### config.mk
export PLATFORM = sky130hd
export DESIGN_NAME = bus_timer
export DESIGN_NICKNAME = d
export VERILOG_FILES = /design/src/rtl/bus_timer.sv
export SDC_FILE = /design/constraint.sdc
export NUM_CORES = 1
export LEC_CHECK = 0
export CORE_MARGIN = 2
export CORE_UTILIZATION = 45
export CTS_BUF_LIST = sky130_fd_sc_hd__clkbuf_16
export DETAILED_ROUTE_END_ITERATION = 10
export PLACE_DENSITY = 0.74
export SKIP_LAST_GASP = 1
export SYNTH_ARGS = -nofsm -noshare
export SYNTH_HDL_FRONTEND = slang
export SYNTH_SLANG_ARGS = --single-unit
### constraint.sdc
create_clock -name clk_i -period 4.27 [get_ports clk_i]
set_clock_uncertainty 0.2 [all_clocks]
set_input_delay 0.427 -clock clk_i [delete_from_list [all_inputs] [get_ports clk_i]]
set_output_delay 0.427 -clock clk_i [all_outputs]
set_load 0.01 [all_outputs]
### src/rtl/bus_timer.sv
// Memory-mapped machine timer: 64-bit mtime with prescaler, 64-bit mtimecmp and a level irq.
// Single-cycle bus slave; every request gets a registered response one cycle later.
module bus_timer #(
    parameter int unsigned DataWidth     = 32,
    parameter int unsigned AddressWidth  = 32,
    parameter int unsigned PrescaleWidth = 16
) (
    input  logic                    clk_i,
    input  logic                    rst_i,
    input  logic                    dev_req_i,
    input  logic [AddressWidth-1:0] dev_addr_i,
    input  logic                    dev_we_i,
    input  logic [DataWidth-1:0]    dev_wdata_i,
    output logic [DataWidth-1:0]    dev_rdata_o,
    output logic                    dev_rvalid_o,
    output logic                    timer_irq_o
);

    typedef enum logic [2:0] {
        OffCtrl     = 3'd0,
        OffPrescale = 3'd1,
        OffMtimeLo  = 3'd2,
        OffMtimeHi  = 3'd3,
        OffCmpLo    = 3'd4,
        OffCmpHi    = 3'd5,
        OffStatus   = 3'd6,
        OffRsvd     = 3'd7
    } offset_e;

    logic                     ctrl_en_q, ctrl_en_d;
    logic                     ctrl_ie_q, ctrl_ie_d;
    logic [PrescaleWidth-1:0] prescale_q, prescale_d;
    logic [PrescaleWidth-1:0] pcnt_q, pcnt_d;
    logic [63:0]              mtime_q, mtime_d;
    logic [63:0]              mtimecmp_q, mtimecmp_d;
    logic [31:0]              shadow_q, shadow_d;
    logic [DataWidth-1:0]     rdata_q, rdata_d;
    logic                     rvalid_q;
    logic                     irq_q, irq_d;

    offset_e              offset;
    logic                 wr_en;
    logic                 rd_en;
    logic                 tick;
    logic                 cmp_ge;
    logic [DataWidth-1:0] rdata_mux;
    logic                 unused_addr;

    assign offset      = offset_e'(dev_addr_i[4:2]);
    assign wr_en       = dev_req_i & dev_we_i;
    assign rd_en       = dev_req_i & ~dev_we_i;
    assign tick        = ctrl_en_q && (pcnt_q == prescale_q);
    assign cmp_ge      = (mtime_q >= mtimecmp_q);
    assign unused_addr = ^{dev_addr_i[AddressWidth-1:5], dev_addr_i[1:0]};

    // Read mux works on pre-edge register values.
    always_comb begin
        rdata_mux = '0;
        case (offset)
            OffCtrl:     rdata_mux[1:0] = {ctrl_ie_q, ctrl_en_q};
            OffPrescale: rdata_mux[PrescaleWidth-1:0] = prescale_q;
            OffMtimeLo:  rdata_mux = mtime_q[31:0];
            OffMtimeHi:  rdata_mux = shadow_q;
            OffCmpLo:    rdata_mux = mtimecmp_q[31:0];
            OffCmpHi:    rdata_mux = mtimecmp_q[63:32];
            OffStatus:   rdata_mux[0] = cmp_ge;
            default:     rdata_mux = '0;
        endcase
    end

    always_comb begin
        ctrl_en_d  = ctrl_en_q;
        ctrl_ie_d  = ctrl_ie_q;
        prescale_d = prescale_q;
        pcnt_d     = pcnt_q;
        mtime_d    = mtime_q;
        mtimecmp_d = mtimecmp_q;
        shadow_d   = shadow_q;
        rdata_d    = '0;
        irq_d      = ctrl_ie_q & cmp_ge;

        if (ctrl_en_q) begin
            pcnt_d  = tick ? '0 : pcnt_q + 1'b1;
            mtime_d = mtime_q + 64'(tick);
        end

        if (rd_en) begin
            rdata_d = rdata_mux;
            if (offset == OffMtimeLo) begin
                shadow_d = mtime_q[63:32];
            end
        end

        // A bus write to an mtime half overrides the tick; the other half keeps its old value.
        if (wr_en) begin
            case (offset)
                OffCtrl: begin
                    ctrl_en_d = dev_wdata_i[0];
                    ctrl_ie_d = dev_wdata_i[1];
                end
                OffPrescale: begin
                    prescale_d = dev_wdata_i[PrescaleWidth-1:0];
                    pcnt_d     = '0;
                end
                OffMtimeLo: mtime_d    = {mtime_q[63:32], dev_wdata_i};
                OffMtimeHi: mtime_d    = {dev_wdata_i, mtime_q[31:0]};
                OffCmpLo:   mtimecmp_d = {mtimecmp_q[63:32], dev_wdata_i};
                OffCmpHi:   mtimecmp_d = {dev_wdata_i, mtimecmp_q[31:0]};
                default: ;
            endcase
        end
    end

    always_ff @(posedge clk_i) begin
        if (!rst_i) begin
            ctrl_en_q  <= 1'b0;
            ctrl_ie_q  <= 1'b0;
            prescale_q <= '0;
            pcnt_q     <= '0;
            mtime_q    <= '0;
            mtimecmp_q <= '1;
            shadow_q   <= '0;
            rdata_q    <= '0;
            rvalid_q   <= 1'b0;
            irq_q      <= 1'b0;
        end else begin
            ctrl_en_q  <= ctrl_en_d;
            ctrl_ie_q  <= ctrl_ie_d;
            prescale_q <= prescale_d;
            pcnt_q     <= pcnt_d;
            mtime_q    <= mtime_d;
            mtimecmp_q <= mtimecmp_d;
            shadow_q   <= shadow_d;
            rdata_q    <= rdata_d;
            rvalid_q   <= dev_req_i;
            irq_q      <= irq_d;
        end
    end

    assign dev_rdata_o  = rdata_q;
    assign dev_rvalid_o = rvalid_q;
    assign timer_irq_o  = irq_q;

endmodule

* Yosys cells after proc, flatten, opt, wreduce, memory -nomap -nowiden
Cells that the tools add are included.
** Storage, ports and cells
- Bits in registers :: 228
- Latch bits :: 0
- RAM bits :: 0
- ROM bits :: 0
- Logic and storage cells :: 50
- Memories :: 0
** Operators by class
- Add/subtract/negate cells :: 2
- $mul :: 0
- Divide/modulo/power cells :: 0
- Magnitude comparators :: 1
- Eq/ne operators :: 9
- Shift operators :: 0
- Multiplexer cells :: 12
- Bitwise logic cells :: 6
- Reduce and logical (&&, ||, !) cells :: 8
** Operators by type and width (number)
- 64-bit case mux with 2 select lines :: 2
- 64-bit two-way mux :: 2
- 14-bit case mux with 5 select lines :: 1
- 64-bit by 1-bit adder with 64-bit output :: 1
- 64-bit >= comparator :: 1
- 16-bit two-way mux :: 4
- 16-bit case mux with 4 select lines :: 1
- 16-bit by 1-bit adder with 16-bit output, second input constant :: 1
- 16-bit == test :: 1
- 3-bit == test, second input constant :: 3
- 2-bit AND reduction :: 4
- 1-bit case mux with 7 select lines :: 1
- 3-bit by 2-bit == test with 1-bit output, second input constant :: 2
- 1-bit case mux with 6 select lines :: 1
- 3-bit AND reduction :: 2
- 2-bit != test, second input constant :: 2
- 1-bit AND :: 3
- 3-bit by 1-bit == test with 1-bit output, second input constant :: 1
- 3-bit logical NOT :: 1
- 1-bit inverter :: 3
- 1-bit logical AND :: 1

* Logic depth before layout (Yosys ltp)
- Word-level depth :: 6
- Gate-level depth with buffers :: 16
- Gate-level depth less buffers :: 13

* Worst setup path before layout
OpenSTA, ideal clock, no wires.
- Kind :: reg-to-reg
- Start :: register pcnt_q[3]
- End :: register mtime_q[46]
- Data arrival time :: 3.037 ns
- Path slack :: 0.942 ns
- Cell stages (with the launch flop) :: 16
- Clock period less this slack :: 3.328 ns
- Path through :: dfxtp_1 clkbuf_1 xnor2_1 nand4_1 nor4_1 nand3_1 inv_1 ha_1 ha_1 and3_1 nand4_1 or2_1 clkbuf_1 nor4_1 a311oi_1 a311oi_1
** On the way
- Longest elaborated chain between the ends :: 6
** RTL lines
- start, declared :: RTL line 33 : logic [PrescaleWidth-1:0] pcnt_q, pcnt_d;
- start signal, assigned :: RTL line 130 : pcnt_q <= pcnt_d;
- 16-bit == test (*) :: RTL line 52 : assign tick = ctrl_en_q && (pcnt_q == prescale_q);
- 1-bit logical AND (*) :: RTL line 52
- 64-bit by 1-bit adder with 64-bit output (*) :: RTL line 84 : mtime_d = mtime_q + 64'(tick);
- 64-bit two-way mux (*) :: RTL line 82 : if (ctrl_en_q) begin
- 64-bit case mux with 2 select lines :: RTL line 96 : case (offset)
- 64-bit two-way mux (*) :: RTL line 95 : if (wr_en) begin
- end signal, assigned :: RTL line 131 : mtime_q <= mtime_d;
- end, declared :: RTL line 34 : logic [63:0] mtime_q, mtime_d;
Mark *: on every way between the ends. The rest lies on a longest branch, timed or not.
A chain may end at the register's enable or synchronous reset.

* Worst setup path in the final report
- Start :: register pcnt_q[2]
- End :: register mtime_q[46]
Same word-level chain as after synthesis.

==> results.json <==
{
  "cts_root_buf": "clkbuf_16",
  "pin_count": 102,
  "final_common_cell": "nand2_1",
  "setup_tns_ns": 0,
  "clk_pin_slew_ns": 0.06,
  "core_area_um2": 27000,
  "finalCritPeriodShare_pct": 91.7,
  "max-vdd-ir-drop_v": 0.000276,
  "port_buffers": 72,
  "cts_sinks": 228,
  "rsz0062_at_grt": "no",
  "cts_tree": "done",
  "outcome": "finished, final reports clean",
  "ctsLongestPathBuffers": 3,
  "holdBufCountCts": 0,
  "clock_latency_ns": 0.53,
  "post_cts_buffers": 0,
  "synthesis.nets": 1717,
  "start_util_pct": 45.8,
  "path_delay_family": "simple AND/OR/NAND/NOR gates",
  "synth_area_per_cell_um2": 7.82,
  "maxCapViolCount": 0,
  "rows": 60,
  "crit_arrival_ns": 4.15,
  "area_growth_pct": 14.3,
  "fp.dieH_um": 170,
  "synth_area_leader_cell": "dfxtp_1",
  "wl_per_cell_um": 19.5,
  "synth.area.top_cells": "dfxtp_1 37%, nand2_1 8.5%, ha_1 7.0%",
  "globalRouteMet3Util_pct": 4.87,
  "yosysUniqueCellTypes": 68,
  "track_usage_pct": 26.3,
  "netlist_area_um2": 12300,
  "synth_cells": 1580,
  "synthArstFlopShare_pct": 0,
  "ys_seq_area_share_pct": 37.0,
  "grt_first_pass_wirelength_mm": 60.8,
  "pwr_density_cell_nw_per_um2": 313,
  "ant_nets": 0,
  "tightest_slew_ns": 0.999,
  "worstSetupStartpointType": "register",
  "viasPerCell": 6.15,
  "crit_required_ns": 4.51,
  "yosysWarnings": 0,
  "grt_use_met1_pct": 34.6,
  "antenna_cells": 0,
  "pre_cts_ws_ns": 0.465,
  "synth_edf_count": 0,
  "antenna_found_initial": 1,
  "relSlewSlack_pct": 33.1,
  "cp_slowest_stage_delay_ns": 0.50,
  "ys_ff_latch": 228,
  "stdcell_area_um2": 14100,
  "drive_gt1_share_pct": 5.71,
  "grt_max_degree": 82,
  "synth_ff_type": "dfxtp_1",
  "worstSetupPathType": "reg2reg",
  "fillers": 2512,
  "fin_ws_ns": 0.355,
  "setup_viol": 0,
  "cts_resized": 0,
  "first_pass_iters": 6,
  "place_congestion": 0.958,
  "die_x_um": 170,
  "worstPathCellList": "xnor2_1 -> nand4_1 -> nor4_1 -> nand3_1 -> inv_1 -> ha_1 -> ha_1 -> and3_1 -> nand4_1 -> or2_1 -> nor4_1 -> buf_4 -> a311oi_1 -> a311oi_1",
  "slowest_stage": "nor4_1",
  "placed_cell_area_um2": 13400,
  "hold_viol": 0,
  "mostFrequentLayoutCells": "278 x nand2_1, 228 x dfxtp_1, 152 x a21oi_1, 122 x nor2_1, 79 x inv_1",
  "yosys.area.top_type_share_pct": 37.0,
  "drc": 0,
  "drtIter0Drc": 1287,
  "grt.busiest_layer": "met2",
  "drt-total-wl_mm": 38.4,
  "num-nets-final": 1751,
  "drv_slew": 0,
  "overflow": 0,
  "use_met2_pct": 42.3,
  "numCtsBuffers": 25,
  "min_period_ns": 3.92,
  "num_vias": 12108,
  "hold_class": "in2reg",
  "critPathCaptureType": "register",
  "hpwl_mm": 27.2,
  "dieArea_um2": 28800,
  "htree_levels": 1,
  "leakagePower_nw": 5.59,
  "fmax_mhz": 255,
  "critPathMaxFanout": 9,
  "grt_pass1_vias": 11408,
  "path_buf_inv": 2
}
[worst register-to-register path, stage by stage (launching register included)]
cell	delay [ns]
dfxtp_1	0.42
xnor2_1	0.17
nand4_1	0.12
nor4_1	0.30
nand3_1	0.21
inv_1	0.13
ha_1	0.20
ha_1	0.18
and3_1	0.27
nand4_1	0.17
or2_1	0.40
nor4_1	0.50
buf_4	0.22
a311oi_1	0.09
a311oi_1	0.25
[cell usage after synthesis, drive strengths merged (4+ instances only)]
| master | n |
|---|---|
| nor4 | 19 |
| or2 | 4 |
| nor3 | 22 |
| o31ai | 15 |
| and3 | 17 |
| nand2 | 278 |
| a21oi | 152 |
| or3 | 7 |
| nand4 | 39 |
| o41ai | 4 |
| nand3 | 41 |
| a221oi | 23 |
| and2 | 12 |
| nor4b | 4 |
| mux2i | 36 |
| nor2b | 8 |
| dfxtp | 228 |
| or4 | 9 |
| clkbuf | 98 |
| a32o | 13 |
| inv | 76 |
| xnor2 | 22 |
| a21o | 9 |
| xor2 | 8 |
| nor2 | 123 |
| o21a | 5 |
| a311oi | 6 |
| a22o | 7 |
| o21ai | 59 |
| o211ai | 72 |
| nand2b | 5 |
| a31oi | 13 |
| buf | 10 |
| o22ai | 5 |
| a22oi | 24 |
| and4 | 7 |
| ha | 69 |
[layer usage]
metal  part of all wire (%)  vias up
met4                    3.8        0
met2                     45      566
met1                     42     5695
li1                       -     5739
met3                    8.8      108
met5                      0        -
[path summary, 6_finish.rpt]
check              startpoint              to  slack (ns)  cells past startpoint
hold reg to reg   shadow_q[8]     shadow_q[8]        0.25                      2
setup reg to reg    pcnt_q[2]     mtime_q[46]        0.35                     14
setup / recovery    pcnt_q[2]     mtime_q[46]        0.35                     14
hold / removal          rst_i  mtimecmp_q[42]        0.05                      2
[final cells by class]
cell class,count,area (um^2),area share [%]
clock inverters,17,71.3,0.505
flip-flops and latches,228,4560,32.3
multi-input cells,1168,7110,50.3
well taps,341,427,3.02
clock buffers,25,626,4.43
repair buffers,115,1040,7.34
inverters,76,285,2.02
[cells by family (layout without fill, tap and decap cells)]
| group | after synthesis | count (layout) | synth area share, % |
|---|---|---|---|
| flip-flops | 228 | 228 | 37.0 |
| XOR/XNOR | 30 | 30 | 2.13 |
| multiplexers | 37 | 37 | 3.10 |
| AO/OA/AOI/OAI | 428 | 428 | 22.4 |
| AND/OR/NAND/NOR | 604 | 604 | 22.7 |
| buffers and inverters | 184 | 233 | 5.64 |
| adder cells (fa/ha/maj) | 69 | 69 | 6.99 |
[metrics by stage]
stage / utilization (%) / hold slack, ns / total power (W) / instances
global placement: 49.8 / 0.239 / 0.00253 / 1928
finish: 52.4 / 0.0533 / 0.00441 / 1970
global route: 52.4 / 0.0545 / 0.00455 / 1970
floorplan: - / 0.233 / 0.00239 / 1580
detailed placement: 49.8 / 0.246 / 0.00253 / 1928
CTS: 52.4 / 0.0349 / 0.00444 / 1970
[power by group]
group          switching [W]  internal, W  total (W)  leakage (nW)
Combinational       0.000204     0.000113   0.000317          3.39
Sequential         0.0000226      0.00215    0.00218          1.84
Clock               0.000871      0.00105    0.00192         0.364
Total                0.00110      0.00332    0.00441          5.59
[flip-flops by register name, indices dropped and copies added (netlist names)]
| name | flops |
|---|---|
| ctrl_en_q | 1 |
| ctrl_ie_q | 1 |
| dev_rdata_o | 32 |
| dev_rvalid_o | 1 |
| mtime_q | 64 |
| mtimecmp_q | 64 |
| pcnt_q | 16 |
| prescale_q | 16 |
| shadow_q | 32 |
| timer_irq_o | 1 |
No activity file was read; power rests on OpenSTA's default activity.
